==> config.mk <==
export PLATFORM = sky130hd
export DESIGN_NAME = beep_detector_flat
export DESIGN_NICKNAME = d
export VERILOG_FILES = /design/src/rtl/beep_detector_if.sv /design/src/rtl/beep_detector.sv /design/src/flat_wrapper.sv
export SDC_FILE = /design/constraint.sdc
export NUM_CORES = 1
export LEC_CHECK = 0
export CELL_PAD_IN_SITES_DETAIL_PLACEMENT = 1
export CELL_PAD_IN_SITES_GLOBAL_PLACEMENT = 2
export CORE_ASPECT_RATIO = 1.4
export CORE_MARGIN = 2
export CORE_UTILIZATION = 32
export DETAILED_ROUTE_END_ITERATION = 12
export PLACE_DENSITY = 0.78
export SYNTH_ARGS = -nofsm -noshare
export SYNTH_HDL_FRONTEND = slang
export SYNTH_SLANG_ARGS = --single-unit
==> constraint.sdc <==
create_clock -name clkout -period 3 [get_ports clkout]
set_input_delay 0.3 -clock clkout [delete_from_list [all_inputs] [get_ports clkout]]
set_output_delay 0.3 -clock clkout [all_outputs]
set_load 0.05 [all_outputs]
==> src/rtl/beep_detector_if.sv <==
// beep_detector_if: control, tone input and detection results of the beep detector
interface beep_detector_if #(
  parameter int CW = 16
);
  logic          enable;
  logic          tone_in;
  logic          detected;
  logic          det_pulse;
  logic          end_pulse;
  logic [19:0]   half_count;
  logic [CW-1:0] last_half;
  modport master (
    output enable, tone_in,
    input  detected, det_pulse, end_pulse, half_count, last_half
  );
  modport slave (
    input  enable, tone_in,
    output detected, det_pulse, end_pulse, half_count, last_half
  );
endinterface

==> src/rtl/beep_detector.sv <==
// beep_detector: qualifies a square-wave tone by measuring consecutive half-periods
module beep_detector #(
  parameter int SAMPLE_HZ = 1000,
  parameter int TONE_HZ   = 50,
  parameter int TOL       = 1,
  parameter int T_SEC     = 1,
  parameter int CW        = 16
) (
  input  logic              clkout,
  input  logic              rst_n,
  beep_detector_if.slave    bus
);
  localparam int HALF_NOM   = SAMPLE_HZ / (2 * TONE_HZ);
  localparam int MIN_HALVES = 2 * T_SEC * TONE_HZ;
  localparam logic [CW:0]   NOM  = (CW+1)'(HALF_NOM);
  localparam logic [CW:0]   TOLV = (CW+1)'(TOL);
  localparam logic [CW-1:0] TMAX = CW'(HALF_NOM + TOL);
  localparam logic [19:0]   MINH = 20'(MIN_HALVES);
  typedef enum logic [1:0] {IDLE, TRACK, DETECTED} state_t;
  state_t        state, state_n;
  logic          s1, s2, s3;
  logic [CW-1:0] run, last;
  logic [19:0]   hc, hc_n, hc_inc;
  logic [CW:0]   l_ext, diff;
  logic          tone_edge, valid, timeout, det_p, end_p, det_q, end_q;
  assign tone_edge = s2 ^ s3;
  assign l_ext     = {1'b0, run};
  assign diff      = l_ext > NOM ? l_ext - NOM : NOM - l_ext;
  assign valid     = diff <= TOLV;
  assign timeout   = !tone_edge && run > TMAX;
  assign hc_inc    = &hc ? hc : hc + 20'd1;
  // synchronise the tone line and measure the sample run between edges
  always_ff @(posedge clkout or negedge rst_n)
    if (!rst_n) begin
      {s3, s2, s1} <= '0;
      run          <= '0;
      last         <= '0;
    end else begin
      {s3, s2, s1} <= {s2, s1, bus.tone_in};
      if (tone_edge) last <= run;
      run <= !bus.enable ? '0 : tone_edge ? CW'(1) : &run ? run : run + CW'(1);
    end
  // state, run-length count and registered event pulses
  always_ff @(posedge clkout or negedge rst_n)
    if (!rst_n) begin
      state <= IDLE;
      hc    <= '0;
      det_q <= 1'b0;
      end_q <= 1'b0;
    end else begin
      state <= state_n;
      hc    <= hc_n;
      det_q <= det_p;
      end_q <= end_p;
    end
  // next state: enable low overrides any edge seen in the same cycle
  always_comb begin
    state_n = state;
    hc_n    = hc;
    det_p   = 1'b0;
    end_p   = 1'b0;
    if (!bus.enable) begin
      state_n = IDLE;
      hc_n    = '0;
      end_p   = state == DETECTED;
    end else
      case (state)
        IDLE:
          if (tone_edge) begin
            state_n = TRACK;
            hc_n    = '0;
          end
        TRACK:
          if (tone_edge && valid) begin
            hc_n = hc_inc;
            if (hc_inc == MINH) begin
              state_n = DETECTED;
              det_p   = 1'b1;
            end
          end else if (tone_edge)
            hc_n = '0;
          else if (timeout) begin
            state_n = IDLE;
            hc_n    = '0;
          end
        DETECTED:
          if (tone_edge && valid)
            hc_n = hc_inc;
          else if (tone_edge || timeout) begin
            state_n = IDLE;
            hc_n    = '0;
            end_p   = 1'b1;
          end
        default: state_n = IDLE;
      endcase
  end
  assign bus.detected   = state == DETECTED;
  assign bus.det_pulse  = det_q;
  assign bus.end_pulse  = end_q;
  assign bus.half_count = hc;
  assign bus.last_half  = last;
endmodule
==> src/flat_wrapper.sv <==
// flat-port wrapper written by rule: the top's interface ports become plain ports
module beep_detector_flat 
#(
  parameter int SAMPLE_HZ = 1000,
  parameter int TONE_HZ   = 50,
  parameter int TOL       = 1,
  parameter int T_SEC     = 1,
  parameter int CW        = 16
)
  (clkout, rst_n, bus_enable, bus_tone_in, bus_detected, bus_det_pulse, bus_end_pulse, bus_half_count, bus_last_half);
  beep_detector_if #(.CW(CW)) bus_i ();
  input  logic clkout;
  input  logic rst_n;
  input wire logic [$bits(bus_i.enable)-1:0] bus_enable;
  input wire logic [$bits(bus_i.tone_in)-1:0] bus_tone_in;
  output wire logic [$bits(bus_i.detected)-1:0] bus_detected;
  output wire logic [$bits(bus_i.det_pulse)-1:0] bus_det_pulse;
  output wire logic [$bits(bus_i.end_pulse)-1:0] bus_end_pulse;
  output wire logic [$bits(bus_i.half_count)-1:0] bus_half_count;
  output wire logic [$bits(bus_i.last_half)-1:0] bus_last_half;
  assign bus_i.enable = bus_enable;
  assign bus_i.tone_in = bus_tone_in;
  assign bus_detected = bus_i.detected;
  assign bus_det_pulse = bus_i.det_pulse;
  assign bus_end_pulse = bus_i.end_pulse;
  assign bus_half_count = bus_i.half_count;
  assign bus_last_half = bus_i.last_half;
  beep_detector #(.SAMPLE_HZ(SAMPLE_HZ), .TONE_HZ(TONE_HZ), .TOL(TOL), .T_SEC(T_SEC), .CW(CW)) u_core (.clkout(clkout), .rst_n(rst_n), .bus(bus_i));
endmodule
==> impl_metrics.ini <==
[status]
status = finished clean

[floorplan]
num_rows = 48
die-area_mm2 = 0.01342
ios = 43
initial_utilization = 0.3265
die_w_um = 98.49
core-area_mm2 = 0.01225
die_y_um = 136.3

[synth]
syn-num-nets = 456
yosys.area.top_type = dfrtp_1
yosysSeqAreaShare = 0.3691
syn-cell-area_mm2 = 0.004000
yosysTopAreaCellShare = 0.3691
synth-seq-cells = 59
yosys.area_share.simple = 0.2609
synth-edff-count = 0
syn_inst = 442
synth_warnings = 0
async_flop_share = 1.000
synth_compound_area_frac = 0.2096
yosysUniqueCellTypes = 76
synthMuxAreaShare = 0.03628
synthFlopType = dfrtp_1
synth_xor_area_frac = 0.03722
synthTopCellsByArea = dfrtp_1, a21oi_1, nand2_1
synth_adder_area_share = 0.03128
avgSynthCellArea_um2 = 9.050
synth_top_family_by_area = simple AND/OR/NAND/NOR gates

[timing]
rsz0062_at_grt = true
slew_violations = 0
clock.fmax_mhz = 343.5
fin_ws_ns = 0.08869
setup-violations-final = 0
clock_skew_ns = 0.006528
fin_crit_ns = 2.911
hold_viol_final = 0
worst_pin_slew_ns = 1.065
slew_headroom = 0.2851
fin_hold_ws_ns = 0.1041
post-route-period-util = 0.9704

[clock_tree]
cts_root_buf = clkbuf_16
cts_tree = done
cts_buffers = 9
cts.sink_count = 59
worstSkewPairLatency_ns = 0.34
clockBufferDepth = 2
cts.clk_slew.worst_paths_ns = 0.06
h-tree-depth = 3

[grt]
use_met2 = 0.3938
gr-max-usage-layer = met2
use_met3 = 0.03239
grt_pass1_vias = 4195
grt_usage = 0.2047
grt_pass1_wl_um = 21620
grt_overflow_total = 0
grtUsageMet1 = 0.2157
antenna_found_initial = 0
grt_max_degree = 39

[placement]
pre_cts_ws_ns = 0.02416
place.gp.congestion = 0.8908
hpwl_um = 10070
place_inst = 657
port_buffers = 42

[drt]
wl_per_cell_um = 19.73
drt_iter0_drc = 82
route.detailed.drc = 0
post_drt_via_cell_ratio = 5.703
detail-route-antenna-nets = 0
firstDrtPassIters = 4
vias = 3844
wirelength_um = 13300

[setup_path]
crit_chain = buf_4, ha_1, nor2b_2, o21ai_0, o31ai_1, a32oi_1, nor4b_4, buf_4, and3_2, and4_1, or3_1
slowest_stage = o21ai_0
reg2regPathDepth = 11
end_kind = flop
crit_required_ns = 3.21
cp-start-kind = flop
reg2reg_to = u_core.state[1]
cp_max_fo = 7
crit_family = simple AND/OR/NAND/NOR gates
cp_common_cell = buf_4
reg2reg_from = u_core.run[1]
cp_slowest_stage_delay_ns = 0.44
critPathKind = flop to flop
critical_path_arrival_ns = 3.12
cp_num_buf_inv = 2
r2r_slack_ns = 0.09

[run]
maxCapViolations = 0

[cells_and_area]
layout_common_cells = buf_4, clkdlybuf4s50_1, dfrtp_1
multiInputGateArea_mm2 = 0.002480
layout-drive-gt1-share = 0.2920
n_antenna_cell = 0
mostFrequentLayoutCell = buf_4
stdcell_count = 674
nFillCells = 1427
area_growth_pct = 33.75
register_area_mm2 = 0.001500
final_nets = 533

[min_path]
min_path_type = input port to asynchronous set/reset pin

[power]
switching_share = 0.2714
powerDensity_mw_per_mm2 = 385.0
peakVddDrop_uv = 249.7
power_leakage_uw = 0.002297
clkPwrFrac = 0.478
internal-power_uw = 1501
comb_power_share = 0.125
p_switching_uw = 559.0
seq_power_share = 0.397
power by group through the flow:
stage | logic [µW] | registers, µW | clock network (µW)
after detailed placement | 252 | 831 | 0
final | 258 | 817 | 985
after global routing | 285 | 818 | 1040
after floorplan | 143 | 845 | 0
after global placement | 248 | 831 | 0
after CTS | 252 | 817 | 1000
cells in the mapped netlist, types with 3 or more instances:
| library cell | count |
|---|---|
| nand3_1 | 17 |
| nand4_1 | 10 |
| a21oi_1 | 29 |
| dfrtp_1 | 59 |
| and2_2 | 3 |
| nor2_1 | 33 |
| nor3_1 | 14 |
| nand2_1 | 36 |
| buf_6 | 3 |
| o21a_1 | 9 |
| xnor2_1 | 8 |
| nor3b_1 | 4 |
| nor2b_1 | 3 |
| inv_1 | 8 |
| and4_1 | 3 |
| o21ai_0 | 22 |
| or3_1 | 10 |
| ha_1 | 10 |
| o32ai_1 | 3 |
| or4_1 | 3 |
| o22a_1 | 3 |
| o211ai_1 | 3 |
| nor4_1 | 7 |
| a31oi_1 | 9 |
| and3_1 | 12 |
| clkbuf_1 | 25 |
| clkbuf_8 | 4 |
| a21o_1 | 9 |
| xor2_1 | 9 |
| o21ai_1 | 3 |
| a211oi_1 | 5 |
| mux2_2 | 12 |
metal layers:
metal | part of all wire | vias to the layer above | routed length, µm
li1 | - | 1802 | -
met5 | 0 | - | 0
met2 | 0.56 | 78 | 7437
met4 | 0.039 | 0 | 515
met1 | 0.38 | 1929 | 5028
met3 | 0.024 | 35 | 313
worst max-delay path by stage:
stage / startpoint / to / slack [ns] / depth (start not counted)
after global routing: u_core.run[11] / u_core.bus.half_count[5] / -0.04 / 9
final: u_core.run[1] / u_core.state[1] / 0.09 / 11
after global placement: u_core.run[11] / u_core.bus.half_count[10] / 0.07 / 10
after floorplan: u_core.bus.half_count[8] / u_core.state[1] / 0.01 / 8
after detailed placement: u_core.run[7] / u_core.state[1] / 0.02 / 9
after CTS: u_core.run[9] / u_core.bus.half_count[10] / 0.01 / 10
state kept, by name (all words and copies together), names as in the netlist:
| name | cells |
|---|---|
| u_core.bus.last_half | 16 |
| u_core.run | 16 |
| u_core.s3 | 1 |
| u_core.bus.half_count | 20 |
| u_core.bus.end_pulse | 1 |
| u_core.state | 2 |
| u_core.s1 | 1 |
| u_core.s2 | 1 |
| u_core.bus.det_pulse | 1 |
metrics by stage:
stage	total power, µW	setup TNS, ns	util	instance area [µm²]
2_1_floorplan	988.5	0	-	4056
3_3_place_gp	1078	0	0.4004	4906
3_5_place_dp	1083	0	0.4004	4906
4_1_cts	2073	0	0.4234	5187
5_1_grt	2142	-0.07231	0.4367	5350
6_report	2060	0	0.4367	5350
layout make-up:
class	instances	share of cell area
multi-input combinational	341	0.4635
sequential	59	0.2804
timing repair buffer	100	0.1628
clock buffer	12	0.04794
tap	150	0.03508
inverter	8	0.005613
clock inverter	4	0.004677
what timing repair did:
action | in CTS | in global routing
resized for setup | 0 | 33
buffers inserted | 0 | 1
hold buffers | 0 | 0
endpoints found under the setup margin | 0 | 14
kinds of logic after synthesis:
group           Yosys count
simple gates            179
flops                    59
xor+xnor                 17
fa+ha+maj                10
compound gates          122
buf+inv                  42
mux                      13
No activity file was read; power rests on OpenSTA's default activity.
